<file path="src/rtl/axi_dma_pkg.sv">
// Shared definitions for the 2-D AXI read DMA: AXI burst/response encodings,
// the 4 KB page size, a constant-safe clog2 helper and the engine FSM states.
// No ports; imported by axi_dma_rd_2d and rd_data_fifo.
package axi_dma_pkg;

  localparam logic [1:0] AXI_BURST_FIXED = 2'b00;
  localparam logic [1:0] AXI_BURST_INCR  = 2'b01;
  localparam logic [1:0] AXI_BURST_WRAP  = 2'b10;

  localparam logic [1:0] AXI_RESP_OKAY   = 2'b00;
  localparam logic [1:0] AXI_RESP_SLVERR = 2'b10;

  localparam int AXI_4KB = 4096;

  // Ceiling log2, usable in parameter expressions.
  function automatic int clog2(input int value);
    int res;
    res = 0;
    while ((1 << res) < value) begin
      res = res + 1;
    end
    return res;
  endfunction

  typedef enum logic [1:0] {
    ST_IDLE  = 2'd0,
    ST_ISSUE = 2'd1,
    ST_DRAIN = 2'd2
  } dma_state_e;

endpackage

</file>
<file path="src/rtl/rd_data_fifo.sv">
// Synchronous first-word-fall-through FIFO holding returned read beats.
// Latency: a pushed word is visible at o_head_dat one cycle after the push edge.
// Backpressure: none internally; pushes when full / pops when empty are dropped.
// Ports: clk/rstn, i_push + i_push_dat (write), i_pop (consume head),
//        o_head_dat (head word), o_empty, o_full, o_count (occupancy).
module rd_data_fifo
  import axi_dma_pkg::*;
#(
  parameter  int DEPTH = 64,
  parameter  int WIDTH = 32,
  localparam int AW    = clog2(DEPTH),
  localparam int CW    = AW + 1
) (
  input  logic             clk,
  input  logic             rstn,
  input  logic             i_push,
  input  logic [WIDTH-1:0] i_push_dat,
  input  logic             i_pop,
  output logic [WIDTH-1:0] o_head_dat,
  output logic             o_empty,
  output logic             o_full,
  output logic [CW-1:0]    o_count
);

  logic [WIDTH-1:0] mem_q [DEPTH];
  logic [AW-1:0]    wr_ptr_q, wr_ptr_d;
  logic [AW-1:0]    rd_ptr_q, rd_ptr_d;
  logic [CW-1:0]    count_q, count_d;
  logic             do_push;
  logic             do_pop;

  assign o_empty    = (count_q == '0);
  assign o_full     = (count_q == CW'(DEPTH));
  assign o_count    = count_q;
  assign o_head_dat = mem_q[rd_ptr_q];

  assign do_push = i_push & ~o_full;
  assign do_pop  = i_pop & ~o_empty;

  // DEPTH is a power of two, so the pointers wrap naturally.
  always_comb begin
    wr_ptr_d = wr_ptr_q;
    rd_ptr_d = rd_ptr_q;
    count_d  = count_q;
    if (do_push) begin
      wr_ptr_d = wr_ptr_q + AW'(1);
    end
    if (do_pop) begin
      rd_ptr_d = rd_ptr_q + AW'(1);
    end
    if (do_push && !do_pop) begin
      count_d = count_q + CW'(1);
    end else if (!do_push && do_pop) begin
      count_d = count_q - CW'(1);
    end
  end

  always_ff @(posedge clk or negedge rstn) begin
    if (!rstn) begin
      wr_ptr_q <= '0;
      rd_ptr_q <= '0;
      count_q  <= '0;
    end else begin
      wr_ptr_q <= wr_ptr_d;
      rd_ptr_q <= rd_ptr_d;
      count_q  <= count_d;
    end
  end

  // Storage needs no reset; occupancy is governed by the pointers.
  always_ff @(posedge clk) begin
    if (do_push) begin
      mem_q[wr_ptr_q] <= i_push_dat;
    end
  end

endmodule

</file>
<file path="src/rtl/axi_dma_rd_2d.sv">
// AXI3 read DMA fetching a 2-D strided region (rows x row bytes) into a stream.
// Latency: first AR one cycle after i_start; R beat reaches o_valid one cycle after its handshake.
// Backpressure: ARs are issued only when FIFO space is reserved, so RREADY never drops mid-transfer.
// Ports: clk/rstn; i_start + config (base, row bytes, stride, rows); o_busy/o_done/o_err status;
//        M_AR* read-address master; M_R* read-data master; o_valid/o_data/o_last/i_ready stream.
module axi_dma_rd_2d
  import axi_dma_pkg::*;
#(
  parameter int A          = 32,
  parameter int I          = 4,
  parameter int L          = 8,
  parameter int D          = 32,
  parameter int MAX_BURST  = 16,
  parameter int FIFO_DEPTH = 64,
  parameter int AR_ID      = 0
) (
  input  logic         clk,
  input  logic         rstn,
  input  logic         i_start,
  input  logic [A-1:0] i_base_addr,
  input  logic [15:0]  i_row_bytes,
  input  logic [A-1:0] i_row_stride,
  input  logic [15:0]  i_num_rows,
  output logic         o_busy,
  output logic         o_done,
  output logic         o_err,
  output logic         M_ARVALID,
  input  logic         M_ARREADY,
  output logic [A-1:0] M_ARADDR,
  output logic [I-1:0] M_ARID,
  output logic [L-1:0] M_ARLEN,
  output logic [2:0]   M_ARSIZE,
  output logic [1:0]   M_ARBURST,
  input  logic         M_RVALID,
  output logic         M_RREADY,
  input  logic [D-1:0] M_RDATA,
  input  logic         M_RLAST,
  input  logic [1:0]   M_RRESP,
  output logic         o_valid,
  output logic [D-1:0] o_data,
  output logic         o_last,
  input  logic         i_ready
);

  localparam int BPB = D / 8;
  localparam int SZ  = clog2(BPB);
  localparam int CW  = clog2(FIFO_DEPTH) + 1;

  dma_state_e  state_q, state_d;
  logic        busy_q, busy_d;
  logic        done_q, done_d;
  logic        err_q, err_d;
  logic [A-1:0] row_start_q, row_start_d;
  logic [A-1:0] cur_addr_q, cur_addr_d;
  logic [A-1:0] stride_q, stride_d;
  logic [15:0] row_beats_q, row_beats_d;
  logic [15:0] beats_left_q, beats_left_d;
  logic [15:0] rows_left_q, rows_left_d;
  logic [31:0] total_q, total_d;
  logic [31:0] reserved_q, reserved_d;
  logic [31:0] rcvd_q, rcvd_d;
  logic [31:0] popped_q, popped_d;

  logic [31:0] beats_4k;
  logic [31:0] burst_beats;
  logic [15:0] start_row_beats;
  logic [15:0] beats_left_after;
  logic        credit_ok;
  logic        ar_vld;
  logic        ar_hs;
  logic        r_hs;
  logic        pop;
  logic        head_is_last;
  logic        last_pop;

  logic          fifo_empty;
  logic          fifo_full_unused;
  logic [CW-1:0] fifo_count;
  logic          rlast_unused;

  // Beats are counted per handshake, so RLAST carries no extra information.
  assign rlast_unused = M_RLAST;

  // Burst size: the smallest of the burst cap, the rest of the row and the
  // distance to the next 4 KB page, so no burst ever crosses a page.
  always_comb begin
    beats_4k    = (32'(AXI_4KB) - {20'd0, cur_addr_q[11:0]}) >> SZ;
    burst_beats = 32'(MAX_BURST);
    if ({16'd0, beats_left_q} < burst_beats) begin
      burst_beats = {16'd0, beats_left_q};
    end
    if (beats_4k < burst_beats) begin
      burst_beats = beats_4k;
    end
  end

  // Everything already requested plus everything queued must fit in the FIFO.
  // reserved + count only shrinks between AR handshakes, so once ARVALID is
  // raised it stays high with a stable address and length until accepted.
  assign credit_ok = (reserved_q + burst_beats) <= (32'(FIFO_DEPTH) - 32'(fifo_count));
  assign ar_vld    = (state_q == ST_ISSUE) && credit_ok;
  assign ar_hs     = ar_vld && M_ARREADY;
  assign r_hs      = M_RVALID && busy_q;
  assign pop       = !fifo_empty && i_ready;

  assign head_is_last = busy_q && (popped_q == total_q - 32'd1);
  assign last_pop     = pop && head_is_last && (rcvd_q == total_q);

  assign start_row_beats  = i_row_bytes >> SZ;
  assign beats_left_after = beats_left_q - burst_beats[15:0];

  always_comb begin
    state_d      = state_q;
    busy_d       = busy_q;
    done_d       = 1'b0;
    err_d        = err_q;
    row_start_d  = row_start_q;
    cur_addr_d   = cur_addr_q;
    stride_d     = stride_q;
    row_beats_d  = row_beats_q;
    beats_left_d = beats_left_q;
    rows_left_d  = rows_left_q;
    total_d      = total_q;
    rcvd_d       = rcvd_q;
    popped_d     = popped_q;

    // An AR handshake and an R beat in the same cycle net out here.
    reserved_d = reserved_q + (ar_hs ? burst_beats : 32'd0) - (r_hs ? 32'd1 : 32'd0);

    if (r_hs) begin
      rcvd_d = rcvd_q + 32'd1;
      if (M_RRESP != AXI_RESP_OKAY) begin
        err_d = 1'b1;
      end
    end
    if (pop) begin
      popped_d = popped_q + 32'd1;
    end

    case (state_q)
      ST_IDLE: begin
        if (i_start) begin
          err_d = 1'b0;
          if ((i_num_rows == 16'd0) || (start_row_beats == 16'd0)) begin
            // Empty region: report completion without touching the bus.
            done_d = 1'b1;
          end else begin
            state_d      = ST_ISSUE;
            busy_d       = 1'b1;
            row_start_d  = i_base_addr;
            cur_addr_d   = i_base_addr;
            stride_d     = i_row_stride;
            row_beats_d  = start_row_beats;
            beats_left_d = start_row_beats;
            rows_left_d  = i_num_rows;
            total_d      = 32'(i_num_rows) * 32'(start_row_beats);
            reserved_d   = 32'd0;
            rcvd_d       = 32'd0;
            popped_d     = 32'd0;
          end
        end
      end
      ST_ISSUE: begin
        if (ar_hs) begin
          if (beats_left_after == 16'd0) begin
            if (rows_left_q == 16'd1) begin
              state_d = ST_DRAIN;
            end else begin
              // Row start advances by the stride; wrap-around is intended.
              rows_left_d  = rows_left_q - 16'd1;
              row_start_d  = row_start_q + stride_q;
              cur_addr_d   = row_start_q + stride_q;
              beats_left_d = row_beats_q;
            end
          end else begin
            cur_addr_d   = cur_addr_q + A'(burst_beats << SZ);
            beats_left_d = beats_left_after;
          end
        end
      end
      ST_DRAIN: begin
        state_d = ST_DRAIN;
      end
      default: begin
        state_d = ST_IDLE;
      end
    endcase

    // Final beat leaving the stream ends the transfer.
    if (last_pop) begin
      state_d = ST_IDLE;
      busy_d  = 1'b0;
      done_d  = 1'b1;
    end
  end

  always_ff @(posedge clk or negedge rstn) begin
    if (!rstn) begin
      state_q      <= ST_IDLE;
      busy_q       <= 1'b0;
      done_q       <= 1'b0;
      err_q        <= 1'b0;
      row_start_q  <= '0;
      cur_addr_q   <= '0;
      stride_q     <= '0;
      row_beats_q  <= '0;
      beats_left_q <= '0;
      rows_left_q  <= '0;
      total_q      <= '0;
      reserved_q   <= '0;
      rcvd_q       <= '0;
      popped_q     <= '0;
    end else begin
      state_q      <= state_d;
      busy_q       <= busy_d;
      done_q       <= done_d;
      err_q        <= err_d;
      row_start_q  <= row_start_d;
      cur_addr_q   <= cur_addr_d;
      stride_q     <= stride_d;
      row_beats_q  <= row_beats_d;
      beats_left_q <= beats_left_d;
      rows_left_q  <= rows_left_d;
      total_q      <= total_d;
      reserved_q   <= reserved_d;
      rcvd_q       <= rcvd_d;
      popped_q     <= popped_d;
    end
  end

  rd_data_fifo #(
    .DEPTH (FIFO_DEPTH),
    .WIDTH (D)
  ) u_rd_data_fifo (
    .clk        (clk),
    .rstn       (rstn),
    .i_push     (r_hs),
    .i_push_dat (M_RDATA),
    .i_pop      (pop),
    .o_head_dat (o_data),
    .o_empty    (fifo_empty),
    .o_full     (fifo_full_unused),
    .o_count    (fifo_count)
  );

  assign o_busy    = busy_q;
  assign o_done    = done_q;
  assign o_err     = err_q;
  assign M_ARVALID = ar_vld;
  assign M_ARADDR  = cur_addr_q;
  assign M_ARID    = I'(AR_ID);
  assign M_ARLEN   = ar_vld ? L'(burst_beats - 32'd1) : '0;
  assign M_ARSIZE  = ar_vld ? 3'(SZ) : 3'd0;
  assign M_ARBURST = ar_vld ? AXI_BURST_INCR : 2'b00;
  assign M_RREADY  = busy_q;
  assign o_valid   = !fifo_empty;
  assign o_last    = !fifo_empty && head_is_last;

endmodule
</file>
<file path="config.mk">
export PLATFORM = sky130hd
export DESIGN_NAME = axi_dma_rd_2d
export DESIGN_NICKNAME = d
export VERILOG_FILES = /design/src/rtl/axi_dma_pkg.sv /design/src/rtl/rd_data_fifo.sv /design/src/rtl/axi_dma_rd_2d.sv
export SDC_FILE = /design/constraint.sdc
export NUM_CORES = 2
export LEC_CHECK = 0
export BUFFER_PORTS_ARGS = -buffer_cell sky130_fd_sc_hd__buf_2
export CAP_MARGIN = 20
export CORE_MARGIN = 2
export CORE_UTILIZATION = 65
export DETAILED_ROUTE_END_ITERATION = 7
export PLACE_DENSITY = 0.82
export REMOVE_ABC_BUFFERS = 1
export SETUP_SLACK_MARGIN = 0.2
export SLEW_MARGIN = 20
export SYNTH_ARGS = -nofsm -noshare
export SYNTH_HDL_FRONTEND = slang
export SYNTH_SLANG_ARGS = --single-unit
</file>
<file path="constraint.sdc">
create_clock -name clk -period 17.5 [get_ports clk]
set_input_delay 3.5 -clock clk [delete_from_list [all_inputs] [get_ports clk]]
set_output_delay 3.5 -clock clk [all_outputs]
set_load 0.02 [all_outputs]
</file>
==> summary.md <==
| Metric | Value |
|---|---|
| Worst r2r path cells | 47 |
| Fin crit period | 14.64 ns |
| CORE AREA | 165000 sq um |
| Synth top area share | 0.572 |
| Status | completed |
| Drt drc | 0 |
| Adder-cell area share of the yosys netlist | 0.0660 |
| Worst setup slack after layout | 2.86 ns |
| HP Class | register to register |
| WHS Path Cells | 2 |
| Worst VDD drop | 0.177 mV |
| RSZ-0062 raised after global routing | false |
| Syn_area_per_cell | 16.6 sq um |
| Max clock buf depth | 3 |
| Crit path largest cell delay | 0.78 ns |
| First-pass GRT wire length | 460000 um |
| CTS resizes | 0 |
| Synth Area in XOR/XNOR | 0.0234 |
| Pin count of the biggest net entering global routing | 136 |
| HPWL after DPL | 173000 um |
| Startpoint Class | register |
| Crit-path slowest cell | a2111oi_0 |
| Initial antenna violation count | 12 |
| Vias in the first global route | 65100 |
| PortBufs | 214 |
| Row cnt | 149 |
| Clock Skews | 0.0946 ns |
| Main combinational cell family by area after synthesis | multiplexers |
| Cells after synthesis | 6487 |
| WS Path Type | register to output port |
| Max-slew violations | 0 |
| Final hold violations | 0 |
| Die Span Y | 411 um |
| Nets | 7348 |
| Worst Path Buf+Inv | 2 |
| Latest clock arrival within the worst-skew pair | 0.90 ns |
| Yosys cell types | 103 |
| Critical Path RT | 14.00 ns |
| CTS tree | built |
| Area grow syn2layout | 11.0% |
| F_max | 68.3 MHz |
| Routed Antenna Nets | 0 |
| Ports | 225 |
| Yosys reg bits | 2340 |
| Drt initial violations | 9736 |
| Root buf cell | clkbuf_16 |
| Pre-CTS setup slack | 3.47 ns |
| Crit-path max FO | 20 |
| Full die area | 169000 sq um |
| Worst r2r src | M_ARADDR[0]$_DFFE_PN0P_ |
| Clock transition at the registers of the reported paths | 0.06 ns |
| CTS H-tree depth | 4 |
| Util after Layout | 0.724 |
| FF-to-FF End | reserved_q[28]$_DFF_PN0_ |
| Drt pass-1 iters | 6 |
| Post-Syn Area | 107000 sq um |
| Simple-gate share of the synthesized area | 0.0613 |
| Synth top area cells | edfxtp_1 (57%), mux4_2 (14%), dfrtp_1 (6.8%) |
| Post-synth EDFFs | 2048 |
| Initial Utilization | 0.653 |
| Routed WL per cell | 34.9 um |
| Crit path max-delay family | compound AO/OA/AOI/OAI gates |
| Pleak | 0.0424 uW |
| WP data arrival | 11.14 ns |
| Cell with the most instances on the worst path | a21o_1 |
| Via/cell ratio | 7.12 |
| PnR Total Power | 21500 uW |
| Final wirelength | 318000 um |
| Share of cells above drive strength 1 | 0.209 |
| FFs w/ async S/R, synth | 0.125 |
| Hold-fix buffers, CTS | 0 |
| Chip Width | 411 um |
| Leading area contributor after synthesis | edfxtp_1 |
| Hold Crit Start | stride_q[25]$_DFFE_PN0P_ |
| Final Setup Violations | 0 |
| GRT Util Overall | 0.383 |
| Total CTS buffers | 219 |
| Hold Path Sink | stride_q[25]$_DFFE_PN0P_ |
| Sink Count | 2340 |
| Commonest cells after routing, fill and taps aside | edfxtp_1 (2048), mux4_2 (672), nand2_1 (530) |
| Yosys warns | 0 |
| Least-Margin Pin Slew | 1.20 ns |
| Most common cell after layout, fill and taps aside | edfxtp_1 |
| Power per cell area | 180 nW/um^2 |
| Post-synthesis compound-gate area fraction | 0.0414 |
| Ys flop type | edfxtp_1 |
| Slew headroom | 0.198 |
| Seq/Total Area, Yosys | 0.640 |
| R2r setup slk | 3.73 ns |
| Vias | 65000 |
| Post-synthesis mux area share | 0.146 |
| CP endpoint kind | output port |
| Final Cycle Share | 0.836 |
| GPL Wtd Cong | 0.903 |
| Grt ovf | 0 |
| Max Cap Violations | 0 |
| Post-CTS Setup Inserts | 0 |
through the flow:
step | cell area, sq um | setup TNS, ns | hold WS [ns] | cells
5_1_grt | 119000 | 0 | 0.499 | 9118
4_1_cts | 119000 | 0 | 0.483 | 9113
3_5_place_dp | 112000 | 0 | 0.468 | 8711
2_1_floorplan | 106000 | -240.10 | 0.445 | 6202
3_3_place_gp | 112000 | 0 | 0.463 | 8711
6_report | 119000 | 0 | 0.484 | 9121
sequential cells by signal, indices dropped and copies added, names as in the netlist:
name,cells
u_rd_data_fifo.o_count,7
o_err,1
row_beats_q,14
u_rd_data_fifo.wr_ptr_q,6
reserved_q,32
M_ARADDR,32
popped_q,32
u_rd_data_fifo.rd_ptr_q,6
total_q,30
rcvd_q,32
beats_left_q,16
rows_left_q,16
M_RREADY,1
o_done,1
row_start_q,32
state_q,2
stride_q,32
u_rd_data_fifo.mem_q,2048
tightest hold or removal path, stage by stage (launching register included):
cell     delay [ns]
dfrtp_1        0.34
nand2_1        0.05
nand2_1        0.06
final cells by class:
| cell class | instances | area [sq um] |
|---|---|---|
| Sequential cell | 2340 | 68800 |
| Fill cell | 9207 | 45400 |
| Multi-Input combinational cell | 3572 | 37000 |
| Clock buffer | 253 | 5670 |
| Tap cell | 2189 | 2740 |
| Timing Repair Buffer | 324 | 2090 |
| Clock inverter | 149 | 1840 |
| Inverter | 290 | 1090 |
| Antenna cell | 4 | 10.0 |
how the worst max path moves through the flow:
stage                                           start          to  slack [ns]  cells after the start
5_1_grt                       M_ARADDR[0]$_DFFE_PN0P_  M_ARLEN[7]        2.14                     34
4_1_cts                       M_ARADDR[0]$_DFFE_PN0P_  M_ARLEN[7]        2.55                     34
2_1_floorplan  u_rd_data_fifo.rd_ptr_q[0]$_DFFE_PN0P_   o_data[0]       -6.96                      3
3_3_place_gp                  M_ARADDR[0]$_DFFE_PN0P_  M_ARLEN[5]        3.58                     36
6_report                      M_ARADDR[0]$_DFFE_PN0P_  M_ARLEN[7]        2.86                     34
3_5_place_dp                  M_ARADDR[0]$_DFFE_PN0P_  M_ARLEN[7]        3.47                     34
metal layers:
metal,wire [um],track usage,vias to the layer above
li1,-,-,25500
met2,156000,0.626,5450
met4,21600,0.213,16
met3,38300,0.0948,1207
met5,158,0,-
met1,102000,0.475,32800
Yosys cell counts (40+ instances only):
| master | count |
|---|---|
| edfxtp_1 | 2048 |
| mux4_2 | 672 |
| nand2_1 | 530 |
| nor2_1 | 328 |
| ha_1 | 293 |
| dfrtp_1 | 292 |
| inv_1 | 288 |
| clkbuf_1 | 223 |
| fa_1 | 171 |
| a21oi_1 | 165 |
| xnor2_1 | 153 |
| o21ai_0 | 137 |
| xor2_1 | 134 |
| and2_1 | 110 |
| a21o_1 | 99 |
| nand3_1 | 90 |
| buf_1 | 60 |
| mux2i_1 | 47 |
| nor3_1 | 43 |
| a31oi_1 | 40 |
cell families (layout without fill, tap and decap cells):
kind of cell    after synthesis  after routing
other cells                   2             36
buf+inv                     605           1016
xor+xnor                    287            287
mux                         723            723
simple gates               1383           1383
flops                      2340           2340
compound gates              683            683
fa+ha+maj                   464            464
power breakdown:
part / internal [uW] / total, uW / leakage (uW) / switching (uW)
logic: 4030 / 9360 / 0.0167 / 5330
clock network: 2830 / 5080 / 0.00366 / 2250
registers: 6530 / 7060 / 0.0221 / 527
Note: power is estimated with default switching activity, not from simulation.
